**src/rtl/run_sequencer_if.sv**
```systemverilog
// run_sequencer_if: host handshake and core control signals of the run sequencer
interface run_sequencer_if #(
  parameter int CW = 16
);
  logic start;
  logic core_done;
  logic core_rst;
  logic core_req;
  logic busy;
  logic done;
  logic timeout;
  logic [CW-1:0] cycle_cnt;
  modport master (
    input  start, core_done,
    output core_rst, core_req, busy, done, timeout, cycle_cnt
  );
  modport slave (
    output start, core_done,
    input  core_rst, core_req, busy, done, timeout, cycle_cnt
  );
endinterface

```
**src/rtl/run_sequencer.sv**
```systemverilog
// run_sequencer: launches the core, times its run; watchdog enabled by RUN_SEQUENCER_TIMEOUT_EN
module run_sequencer #(
  parameter int CW = 16,
  parameter int RST_CYC = 2,
  parameter int TIMEOUT_CYC = 4000
) (
  input logic clk,
  input logic reset,
  run_sequencer_if.master bus
);
  typedef enum logic [2:0] {IDLE, RESET_CORE, REQ, RUN, DONE} state_t;
  state_t state, nxt;
  logic [3:0] hold;
  logic [CW-1:0] cnt, cnt_inc;
  logic to, wd_hit;
  assign cnt_inc = &cnt ? cnt : cnt + 1'b1;
`ifdef RUN_SEQUENCER_TIMEOUT_EN
  assign wd_hit = cnt_inc == CW'(TIMEOUT_CYC);
`else
  assign wd_hit = 1'b0;
`endif
  // next state; start low aborts every active state, core_done only counts in RUN
  always_comb begin
    nxt = state;
    case (state)
      IDLE:       nxt = bus.start ? RESET_CORE : IDLE;
      RESET_CORE: nxt = !bus.start ? IDLE : hold == 4'd0 ? REQ : RESET_CORE;
      REQ:        nxt = bus.start ? RUN : IDLE;
      RUN:        nxt = !bus.start ? IDLE : (bus.core_done || wd_hit) ? DONE : RUN;
      DONE:       nxt = bus.start ? DONE : IDLE;
      default:    nxt = IDLE;
    endcase
  end
  // state register, reset-hold countdown, run counter and timeout flag
  always_ff @(posedge clk or negedge reset)
    if (!reset) begin
      state <= IDLE;
      hold <= '0;
      cnt <= '0;
      to <= 1'b0;
    end else begin
      state <= nxt;
      if (state == IDLE && bus.start) begin
        hold <= 4'(RST_CYC - 1);
        cnt <= '0;
        to <= 1'b0;
      end
      if (state == RESET_CORE && hold != 4'd0) hold <= hold - 4'd1;
      if (state == RUN) begin
        cnt <= cnt_inc;
        to <= bus.start && !bus.core_done && wd_hit;
      end
    end
  assign bus.core_rst = state == IDLE || state == RESET_CORE;
  assign bus.core_req = state == REQ;
  assign bus.busy = state == RESET_CORE || state == REQ || state == RUN;
  assign bus.done = state == DONE;
  assign bus.timeout = to;
  assign bus.cycle_cnt = cnt;
endmodule

```
**src/flat_wrapper.sv**
```systemverilog
// flat-port wrapper written by rule: the top's interface ports become plain ports
module run_sequencer_flat 
#(
  parameter int CW = 16,
  parameter int RST_CYC = 2,
  parameter int TIMEOUT_CYC = 4000
)
  (clk, reset, bus_start, bus_core_done, bus_core_rst, bus_core_req, bus_busy, bus_done, bus_timeout, bus_cycle_cnt);
  run_sequencer_if #(.CW(CW)) bus_i ();
  input logic clk;
  input logic reset;
  input wire logic [$bits(bus_i.start)-1:0] bus_start;
  input wire logic [$bits(bus_i.core_done)-1:0] bus_core_done;
  output wire logic [$bits(bus_i.core_rst)-1:0] bus_core_rst;
  output wire logic [$bits(bus_i.core_req)-1:0] bus_core_req;
  output wire logic [$bits(bus_i.busy)-1:0] bus_busy;
  output wire logic [$bits(bus_i.done)-1:0] bus_done;
  output wire logic [$bits(bus_i.timeout)-1:0] bus_timeout;
  output wire logic [$bits(bus_i.cycle_cnt)-1:0] bus_cycle_cnt;
  assign bus_i.start = bus_start;
  assign bus_i.core_done = bus_core_done;
  assign bus_core_rst = bus_i.core_rst;
  assign bus_core_req = bus_i.core_req;
  assign bus_busy = bus_i.busy;
  assign bus_done = bus_i.done;
  assign bus_timeout = bus_i.timeout;
  assign bus_cycle_cnt = bus_i.cycle_cnt;
  run_sequencer #(.CW(CW), .RST_CYC(RST_CYC), .TIMEOUT_CYC(TIMEOUT_CYC)) u_core (.clk(clk), .reset(reset), .bus(bus_i));
endmodule
```
**config.mk**
```make
export PLATFORM = sky130hd
export DESIGN_NAME = run_sequencer_flat
export DESIGN_NICKNAME = d
export VERILOG_FILES = /design/src/rtl/run_sequencer_if.sv /design/src/rtl/run_sequencer.sv /design/src/flat_wrapper.sv
export SDC_FILE = /design/constraint.sdc
export NUM_CORES = 1
export LEC_CHECK = 0
export CAP_MARGIN = 20
export CORE_AREA = 2 2 49 62
export DETAILED_ROUTE_END_ITERATION = 10
export DIE_AREA = 0 0 51 64
export PLACE_DENSITY = 0.82
export SYNTH_ARGS = -nofsm -noshare
export SYNTH_HDL_FRONTEND = slang
export SYNTH_SLANG_ARGS = --single-unit
```
**constraint.sdc**
```tcl
create_clock -name clk -period 6 [get_ports clk]
set_clock_uncertainty 0.05 [all_clocks]
set_input_delay 1.2 -clock clk [delete_from_list [all_inputs] [get_ports clk]]
set_output_delay 1.2 -clock clk [all_outputs]
set_load 0.1 [all_outputs]
```
Yosys cells after proc, flatten, opt, wreduce, memory -nomap -nowiden
Index checks and enable logic that the tools add are counted.
{"block": "classes", "n_lt_le_gt_ge": 0, "n_mux": 15, "n_shift": 0, "n_mul": 0, "bitwise_logic": 0, "n_eq_ne": 5, "add_sub_neg": 2, "n_div": 0, "n_reduce_logical": 12}
{"operator": "two-way mux 16 bit", "count": 3}
{"operator": "adder 16 x 1 -> 16 bit (second input constant)", "count": 1}
{"operator": "AND reduction 16 bit", "count": 1}
{"operator": "case mux 3 bit (5 select lines)", "count": 1}
{"operator": "two-way mux 3 bit", "count": 4}
{"operator": "two-way mux 4 bit", "count": 2}
{"operator": "equality test 3 x 2 -> 1 bit (second input constant)", "count": 2}
{"operator": "logical NOT 4 bit", "count": 1}
{"operator": "two-way mux 2 bit", "count": 2}
{"operator": "nonzero test 2 bit", "count": 2}
{"operator": "nonzero test 4 bit", "count": 1}
{"operator": "subtractor 4 x 1 -> 4 bit (second input constant)", "count": 1}
{"operator": "equality test 3 x 1 -> 1 bit (second input constant)", "count": 1}
{"operator": "equality test 3 bit (second input constant)", "count": 1}
{"operator": "logical NOT 3 bit", "count": 1}
{"operator": "logical OR 1 bit", "count": 3}
{"operator": "two-way mux 1 bit", "count": 3}
{"operator": "logical AND 1 bit", "count": 2}
{"operator": "!= test 2 bit (second input constant)", "count": 1}
{"operator": "AND reduction 2 bit", "count": 1}
{"block": "word_totals", "rom_bits": 0, "mem_bits_rw": 0, "elab_cells": 38, "out_inout_bits": 21, "memories": 0, "input_bits": 4, "latch_bits": 0, "ff_bits": 24}

Logic depth before layout (Yosys ltp)
Gate-level depths: netlist of the first run.
{"block": "depth", "depth_word": 4, "ltp_mapped": 7, "ltp_nobuf": 6}

Worst setup path after synthesis of the first run
Ideal clock, no wire load.
{"block": "synth_path", "path_kind": "reg-to-output", "startpoint": "reg u_core.state[1]", "endpoint": "out bus_core_req", "t_arrival_ns": 2.802, "t_required_ns": 4.750, "path_stages_with_launch": 3, "slack_ns": 1.948, "n_path_buf": 1, "path_cell_list": "dfrtp_1 clkbuf_1 nor3b_1"}
{"block": "synth_between", "elab_chain_len": 1}
{"element": "start: declaration", "line_no": "run_sequencer.sv:12", "text": "state_t state, nxt;"}
{"element": "start signal: assignment", "line_no": "run_sequencer.sv:42", "text": "state <= nxt;"}
{"element": "equality test 3 x 2 -> 1 bit", "line_no": "run_sequencer.sv:55", "text": "assign bus.core_req = state == REQ;"}
{"element": "end: declaration", "line_no": "flat_wrapper.sv:15", "text": "output wire logic [$bits(bus_i.core_req)-1:0] bus_core_req;"}
No other way between the ends.

Final worst setup path of the first run
{"block": "layout_path", "startpoint": "reg u_core.state[0]", "endpoint": "out bus_done"}
{"block": "layout_between", "elab_chain_len": 1}
{"element": "equality test 3 bit", "line_no": "run_sequencer.sv:57", "text": "assign bus.done = state == DONE;"}
{"element": "end: declaration", "line_no": "flat_wrapper.sv:17", "text": "output wire logic [$bits(bus_i.done)-1:0] bus_done;"}
No other way between the ends.

==> flow_metrics.py, run 1 <==
metrics = {
    "setup_path": {
        "worst_ep_required_time_ns": 4.75,
        "startpoint_type": "register",
        "arrival_ns": 2.27,
        "r2r-end": "u_core.bus.cycle_cnt[1]$_DFFE_PN0P_",
        "startpoint": "u_core.state[0]$_DFF_PN0_",
        "critPathKind": "register to output port",
        "end_kind": "output port",
        "ff2ff_setup_slack_ns": 3.87,
        "crit_fanout": 10,
        "crit_path_end": "bus_done",
        "r2r_cells": 5,
        "r2r-start": "u_core.bus.cycle_cnt[0]$_DFFE_PN0P_",
    },
    "floorplanning": {
        "die_y_um": 64,
        "die_w_um": 51,
        "rows": 21,
        "core_mm2": 0.00265,
        "io_pins": 25,
        "die_area_mm2": 0.00326,
        "start_util": 0.548,
    },
    "logic_synthesis": {
        "yosys_warnings": 0,
        "yosys.area.top_type_share": 0.396,
        "ys_types": 46,
        "seq_area_frac_synth": 0.396,
        "synth_area_mm2": 0.00145,
        "synth_nets": 165,
        "synth.top_cells.by_count": "dfrtp_1 (23), nand2_1 (15), nor2_1 (13)",
        "synth-edff-count": 0,
        "synth_area_leader_cell": "dfrtp_1",
        "ys_ff_latch": 23,
        "synth_area_leaders": "dfrtp_1 (40%), o311ai_0 (5.4%), nand2_1 (3.9%), mux2i_1 (3.4%), nor2_1 (3.4%)",
        "ys.flop_type": "dfrtp_1",
        "synth_cells": 159,
        "synth-async-reset-ratio": 1.00,
        "synthMostInstantiatedCell": "dfrtp_1",
        "postSynthAreaPerCell_um2": 9.14,
    },
    "timing": {
        "period_minus_slack_ns": 3.52,
        "relSlewSlack": 0.333,
        "final_max_slew_viol_count": 0,
        "finalCritPeriodShare": 0.586,
        "max_freq_ghz": 0.284,
        "holdWs_ns": 0.481,
        "hold_viol": 0,
        "setup_violations": 0,
        "tightest_slew_ns": 0.998,
        "grt_setup_unrepaired": "false",
        "tns_ns": 0,
    },
    "cts": {
        "clockBufferDepth": 2,
        "cts_tree": "built",
        "cts_buffers": 3,
        "cts_max_level": 1,
        "post_cts_buffers": 0,
        "cts_root_buf": "clkbuf_4",
        "cts_hold_buffers": 0,
        "cts_num_sinks": 23,
        "insertion_delay_ns": 0.31,
        "clk_pin_slew_ns": 0.13,
        "cts-resized-gates": 0,
    },
    "drt": {
        "drt_first_pass_iters": 5,
        "vias": 1299,
        "drtIter0Drc": 25,
        "ant_nets": 0,
        "via_per_inst": 6.28,
        "remaining_drc_errors": 0,
        "drt_wl_total_mm": 3.37,
        "avgRoutedWirePerCell_um": 16.3,
    },
    "power_and_ir_drop": {
        "p_leak_nw": 0.717,
        "peakVddDrop_uv": 258,
        "finalPower_mw": 0.454,
        "powerDensity_mw_per_mm2": 272,
    },
    "finish": {
        "final_nets": 180,
        "fin_util": 0.629,
        "design_area_mm2": 0.00167,
        "area_delta_synth_final_pct": 14.8,
        "antenna_cells_inserted": 0,
        "drive_gt1_frac": 0.0809,
    },
    "outcome": {
        "outcome": "finished, final reports clean",
    },
    "flow_run": {
        "drv_cap": 0,
    },
    "min_path": {
        "min_path_type": "register to register",
    },
    "grt": {
        "antenna_found_initial": 0,
        "grt_start_max_net_pins": 24,
        "track_usage": 0.230,
        "grt_pass1_vias": 1229,
        "grt_pass1_wl_mm": 5.71,
        "grt_overflow": 0,
    },
    "placement": {
        "hpwlAfterDp_mm": 2.39,
        "gp_congestion": 0.911,
        "dpl_cell_area_mm2": 0.00163,
        "numPortBuffers": 23,
    },
}
## sequential cells by signal, summed over array words and instances (netlist names)
name                  cells
u_core.bus.cycle_cnt     16
u_core.hold               4
u_core.state              3
## worst min-delay path by stage
| stage | from | to | slack [ns] | cells after the start |
|---|---|---|---|---|
| 3_3_place_gp | u_core.hold[3]$_DFFE_PN0P_ | u_core.hold[3]$_DFFE_PN0P_ | 0.44 | 1 |
| 4_1_cts | u_core.hold[3]$_DFFE_PN0P_ | u_core.hold[3]$_DFFE_PN0P_ | 0.48 | 1 |
| 2_1_floorplan | u_core.hold[3]$_DFFE_PN0P_ | u_core.hold[3]$_DFFE_PN0P_ | 0.42 | 1 |
| 3_5_place_dp | u_core.hold[3]$_DFFE_PN0P_ | u_core.hold[3]$_DFFE_PN0P_ | 0.45 | 1 |
| 6_report | u_core.hold[3]$_DFFE_PN0P_ | u_core.hold[3]$_DFFE_PN0P_ | 0.48 | 1 |
| 5_1_grt | u_core.hold[2]$_DFFE_PN0P_ | u_core.hold[2]$_DFFE_PN0P_ | 0.53 | 1 |
## cell families after synthesis
logic type / share of synthesized area
AND/OR/NAND/NOR: 0.286
adder cells (fa/ha/maj): 0.0172
AO/OA/AOI/OAI: 0.170
buffers and inverters: 0.0792
flip-flops: 0.396
multiplexers: 0.0499
other: 0.00258
## power by group
group	switching, mW	leakage, nW	total (mW)	internal, mW
clock network	0.0495	0.0177	0.0745	0.0249
registers	0.0198	0.313	0.192	0.173
logic	0.124	0.386	0.187	0.0631
## metal layers
| layer | track usage | vias up | wire [um] |
|---|---|---|---|
| met5 | 0 | - | 0 |
| met4 | 0.128 | 0 | 66 |
| met3 | 0.0397 | 8 | 117 |
| met2 | 0.377 | 30 | 1730 |
| met1 | 0.281 | 640 | 1450 |
| li1 | - | 621 | - |
## worst max-delay path, stage by stage (launching register included)
cell and delay, ns:
dfrtp_1 0.49, nor2_1 0.16, and2_1 0.17, clkdlybuf4s50_1 1.14
## through the flow
step / std cells / setup WS [ns]
global route: 207 / 2.41
CTS: 206 / 2.47
detailed placement: 202 / 2.86
floorplan: 159 / 1.95
global placement: 202 / 2.88
finish: 207 / 2.48
## cell type report
cell class / instances / area [um2]
timing repair buffer: 24 / 245
tap: 34 / 42.5
multi-input combinational: 118 / 763
fill: 226 / 985
clock buffer: 3 / 22.5
clock inverter: 1 / 5.00
inverter: 4 / 15.0
sequential: 23 / 576
## cell usage in the layout (no fill, tap or decap), types with 3 or more instances in the layout
cell / netlist / layout
a21oi_1: 5 / 5
a31oi_1: 3 / 3
and2_1: 5 / 5
clkbuf_4: 1 / 3
clkdlybuf4s50_1: 0 / 23
dfrtp_1: 23 / 23
inv_1: 4 / 4
mux2i_1: 5 / 5
nand2_1: 15 / 15
nand3_1: 9 / 9
nand3b_1: 3 / 3
nand4_1: 7 / 7
nor2_1: 13 / 13
nor3b_1: 3 / 3
o211ai_1: 4 / 4
o21ai_0: 8 / 8
o311ai_0: 9 / 9
(Power assumes the default switching activity.)
==> inputs of run 2 (changes only) <==
- CORE_AREA: 2 2 49 62 -> 2 2 53 68
- DIE_AREA: 0 0 51 64 -> 0 0 55 70
- PLACE_DENSITY: 0.82 -> 0.73
- clock period: 6 -> 2.85 ns (I/O delays scaled with it)
==> flow_metrics.py, run 2 (synthesized netlist as in run 1, its figures left out) <==
metrics = {
    "timing": {
        "relSlewSlack": 0.639,
        "tns_ns": 0,
        "grt_setup_unrepaired": "false",
        "setup_violations": 0,
        "hold_viol": 0,
        "period_minus_slack_ns": 2.17,
        "final_max_slew_viol_count": 0,
        "max_freq_ghz": 0.462,
        "finalCritPeriodShare": 0.760,
        "tightest_slew_ns": 0.534,
    },
    "grt": {
        "grt_pass1_vias": 1224,
        "grt_start_max_net_pins": 24,
        "antenna_found_initial": 0,
        "grt_pass1_wl_mm": 5.43,
        "track_usage": 0.187,
        "grt_overflow": 0,
    },
    "min_path": {
        "min_path_type": "register to register",
        "min_path_cells": 1,
    },
    "floorplanning": {
        "core_mm2": 0.00330,
        "die_area_mm2": 0.00385,
        "io_pins": 25,
        "die_w_um": 55,
        "start_util": 0.440,
        "rows": 24,
        "die_y_um": 70,
    },
    "setup_path": {
        "worst_ep_required_time_ns": 2.97,
        "startpoint_type": "input port",
        "critPathKind": "input port to register",
        "end_kind": "register",
        "arrival_ns": 2.29,
        "r2r_cells": 5,
        "crit_fanout": 9,
    },
    "power_and_ir_drop": {
        "powerDensity_mw_per_mm2": 608,
        "peakVddDrop_uv": 397,
        "p_leak_nw": 0.763,
    },
    "finish": {
        "area_delta_synth_final_pct": 13.6,
        "largest_reg_flops": 16,
        "multi_input_comb_area_um2": 768,
        "layout_commonest_cell": "dfrtp_1",
        "antenna_cells_inserted": 0,
        "drive_gt1_frac": 0.207,
        "final_nets": 181,
        "fin_util": 0.500,
        "mostFrequentLayoutCells": "dfrtp_1 (23), buf_4 (22), nand2_1 (15)",
        "nFillCells": 333,
        "register_area_um2": 576,
    },
    "placement": {
        "gp_congestion": 0.818,
        "hpwlAfterDp_mm": 2.41,
        "numPortBuffers": 23,
    },
    "cts": {
        "cts_root_buf": "clkbuf_8",
        "clk_pin_slew_ns": 0.09,
        "insertion_delay_ns": 0.27,
        "cts_max_level": 1,
        "cts_hold_buffers": 0,
        "post_cts_buffers": 0,
        "cts-resized-gates": 0,
        "cts_num_sinks": 23,
        "cts_buffers": 3,
        "clockBufferDepth": 2,
        "cts_tree": "built",
    },
    "drt": {
        "ant_nets": 0,
        "vias": 1315,
        "drt_first_pass_iters": 5,
        "drt_wl_total_mm": 3.32,
        "drtIter0Drc": 33,
        "avgRoutedWirePerCell_um": 15.6,
        "remaining_drc_errors": 0,
        "via_per_inst": 6.17,
    },
    "flow_run": {
        "drv_cap": 0,
    },
    "outcome": {
        "outcome": "finished, final reports clean",
    },
}
==> run 2: cell count changes in the layout (fill, tap and decap cells not counted), sizes merged <==
cell	previous run	this run
clkinvlp	0	1
clkinv	1	0
buf	1	22
clkdlybuf4s50	23	3
==> run 2: critical path, cell delays in order <==
cell             delay [ns]
clkdlybuf4s50_1        0.45
or4b_1                 0.34
nand3_1                0.13
or4_4                  0.50
a32o_2                 0.29
==> run 2: where the power goes <==
group	switching (mW)	leakage [nW]	total (mW)	internal, mW
combinational	0.254	0.428	0.381	0.127
clock	0.120	0.0217	0.220	0.0992
sequential	0.0409	0.313	0.404	0.363
total	0.416	0.763	1.00	0.589
==> run 2: stage by stage <==
step / area [um2] / setup slack, ns / cells / hold slack (ns) / total power, mW
floorplan: 1460 / 0.157 / 159 / 0.224 / 0.721
global placement: 1600 / 0.448 / 209 / 0.436 / 0.783
detailed placement: 1600 / 0.393 / 209 / 0.450 / 0.793
CTS: 1650 / 0.685 / 213 / 0.471 / 1.01
global route: 1650 / 0.489 / 213 / 0.502 / 1.06
finish: 1650 / 0.684 / 213 / 0.466 / 1.00
==> run 2: final cells by class <==
| type | count | share of cell area |
|---|---|---|
| clock buffer | 3 | 0.0250 |
| clock inverter | 1 | 0.00455 |
| tap | 39 | 0.0295 |
| sequential | 23 | 0.348 |
| timing repair buffer | 25 | 0.118 |
| multi-input combinational | 118 | 0.465 |
| inverter | 4 | 0.00909 |
==> run 2: layer usage <==
layer,routed length (um),vias up,track usage,share of wire
li1,-,622,-,-
met1,1360,642,0.239,0.41
met3,174,8,0.0192,0.052
met5,0,-,0,0
met4,80,0,0.0867,0.024
met2,1700,43,0.306,0.51
==> run 2: final timing paths <==
path / start / to / slack, ns
setup / recovery: bus_start / u_core.bus.cycle_cnt[1]$_DFFE_PN0P_ / 0.68
hold / removal: u_core.hold[3]$_DFFE_PN0P_ / u_core.hold[3]$_DFFE_PN0P_ / 0.47
setup reg to reg: u_core.bus.cycle_cnt[0]$_DFFE_PN0P_ / u_core.bus.cycle_cnt[1]$_DFFE_PN0P_ / 0.72
hold reg to reg: u_core.hold[3]$_DFFE_PN0P_ / u_core.hold[3]$_DFFE_PN0P_ / 0.47
max in group asynchronous: reset / u_core.bus.cycle_cnt[12]$_DFFE_PN0P_ / 1.92
min in group asynchronous: reset / u_core.bus.cycle_cnt[4]$_DFFE_PN0P_ / 0.60
==> inputs of run 3 (changes only) <==
- CORE_AREA: 2 2 53 68 -> 2 2 51 65
- DIE_AREA: 0 0 55 70 -> 0 0 53 67
- PLACE_DENSITY: 0.73 -> 0.75
- clock period: 2.85 -> 2.2 ns (I/O delays scaled with it)
==> flow_metrics.py, run 3 (synthesized netlist as in run 1, its figures left out) <==
metrics = {
    "cts": {
        "clk_pin_slew_ns": 0.14,
        "cts_tree": "built",
        "cts_hold_buffers": 0,
        "cts_root_buf": "clkbuf_4",
        "cts-resized-gates": 0,
        "cts_num_sinks": 23,
        "cts_buffers": 3,
        "clockBufferDepth": 2,
        "cts_max_level": 1,
        "insertion_delay_ns": 0.31,
        "post_cts_buffers": 0,
    },
    "power_and_ir_drop": {
        "finalPower_mw": 1.30,
        "peakVddDrop_uv": 609,
        "p_switching_mw": 0.536,
        "combPwrFrac": 0.435,
        "p_sw_frac": 0.412,
        "powerDensity_mw_per_mm2": 725,
        "p_leak_nw": 0.792,
        "p_int_mw": 0.767,
        "seqPwrFrac": 0.412,
        "clkPwrFrac": 0.153,
    },
    "drt": {
        "remaining_drc_errors": 0,
        "drt_first_pass_iters": 4,
        "drt_wl_total_mm": 3.38,
        "via_per_inst": 6.01,
        "ant_nets": 0,
        "vias": 1316,
        "avgRoutedWirePerCell_um": 15.4,
        "drtIter0Drc": 34,
    },
    "setup_path": {
        "worst_ep_required_time_ns": 2.38,
        "critPathKind": "register to register",
        "startpoint_type": "register",
        "crit_fanout": 8,
        "arrival_ns": 2.25,
        "end_kind": "register",
    },
    "grt": {
        "track_usage": 0.220,
        "grt_overflow": 0,
        "grt_start_max_net_pins": 24,
        "grt_pass1_vias": 1335,
        "antenna_found_initial": 0,
        "grt_pass1_wl_mm": 5.81,
    },
    "floorplanning": {
        "start_util": 0.503,
        "core_mm2": 0.00289,
        "die_area_mm2": 0.00355,
        "rows": 22,
        "die_w_um": 53,
        "io_pins": 25,
        "die_y_um": 67,
    },
    "finish": {
        "mostFrequentLayoutCells": "buf_4 (27), nand2_1 (15), nor2_1 (12)",
        "final_nets": 190,
        "largest_reg_flops": 16,
        "layout_commonest_cell": "buf_4",
        "fin_util": 0.622,
        "antenna_cells_inserted": 0,
        "area_delta_synth_final_pct": 23.6,
        "drive_gt1_frac": 0.344,
    },
    "timing": {
        "final_max_slew_viol_count": 0,
        "hold_viol": 0,
        "grt_setup_unrepaired": "false",
        "max_freq_ghz": 0.481,
        "relSlewSlack": 0.604,
        "finalCritPeriodShare": 0.945,
        "tns_ns": 0,
        "tightest_slew_ns": 0.591,
        "period_minus_slack_ns": 2.08,
        "setup_violations": 0,
    },
    "placement": {
        "numPortBuffers": 23,
        "gp_congestion": 0.872,
        "hpwlAfterDp_mm": 2.58,
    },
    "outcome": {
        "outcome": "finished, final reports clean",
    },
    "flow_run": {
        "drv_cap": 0,
    },
    "min_path": {
        "min_path_type": "input port to asynchronous set/reset pin",
    },
}
[run 3: layout make-up]
type,count,area [um2]
clock buffer,3,22.5
multi-input combinational,118,800
fill,234,1090
timing repair buffer,34,313
inverter,4,15.0
clock inverter,1,5.00
sequential,23,597
tap,36,45.0
[run 3: power groups by stage]
stage | Clock [mW] | Sequential [mW] | Combinational [mW]
CTS | 0.205 | 0.534 | 0.572
finish | 0.200 | 0.536 | 0.567
detailed placement | 0 | 0.543 | 0.569
floorplan | 0 | 0.581 | 0.367
global route | 0.224 | 0.546 | 0.619
global placement | 0 | 0.541 | 0.550
[run 3: final timing paths]
kind / cells past startpoint / slack [ns] / start / endpoint
worst max-delay path: 6 / 0.12 / u_core.hold[1]$_DFFE_PN0P_ / u_core.hold[2]$_DFFE_PN0P_
worst min-delay path: 2 / 0.41 / reset / u_core.bus.cycle_cnt[5]$_DFFE_PN0P_
worst max register to register: 6 / 0.12 / u_core.hold[1]$_DFFE_PN0P_ / u_core.hold[2]$_DFFE_PN0P_
worst min register to register: 1 / 0.48 / u_core.hold[3]$_DFFE_PN0P_ / u_core.hold[3]$_DFFE_PN0P_
max in group asynchronous: 2 / 1.42 / reset / u_core.bus.cycle_cnt[10]$_DFFE_PN0P_
min in group clk: 1 / 0.48 / u_core.hold[3]$_DFFE_PN0P_ / u_core.hold[3]$_DFFE_PN0P_
[run 3: stage by stage]
stage | setup slack [ns] | hold WS [ns] | instances | area (um2)
5_1_grt | 0.0338 | 0.417 | 219 | 1800
4_1_cts | 0.116 | 0.422 | 219 | 1790
3_5_place_dp | -0.0167 | 0.450 | 215 | 1760
2_1_floorplan | -0.107 | 0.0944 | 159 | 1500
3_3_place_gp | 0.0413 | 0.449 | 215 | 1760
6_report | 0.121 | 0.410 | 219 | 1800
[run 3: critical path, cell delays in order, from the launching register on]
cell     delay [ns]
dfrtp_1        0.40
inv_1          0.05
ha_1           0.20
nor3b_1        0.18
or4b_2         0.76
mux2i_1        0.17
a21o_1         0.18
[run 3: metal layers]
metal,track usage,share of wire
met3,0.0359,0.046
met1,0.241,0.40
met5,0,0
met4,0.0994,0.015
met2,0.402,0.54
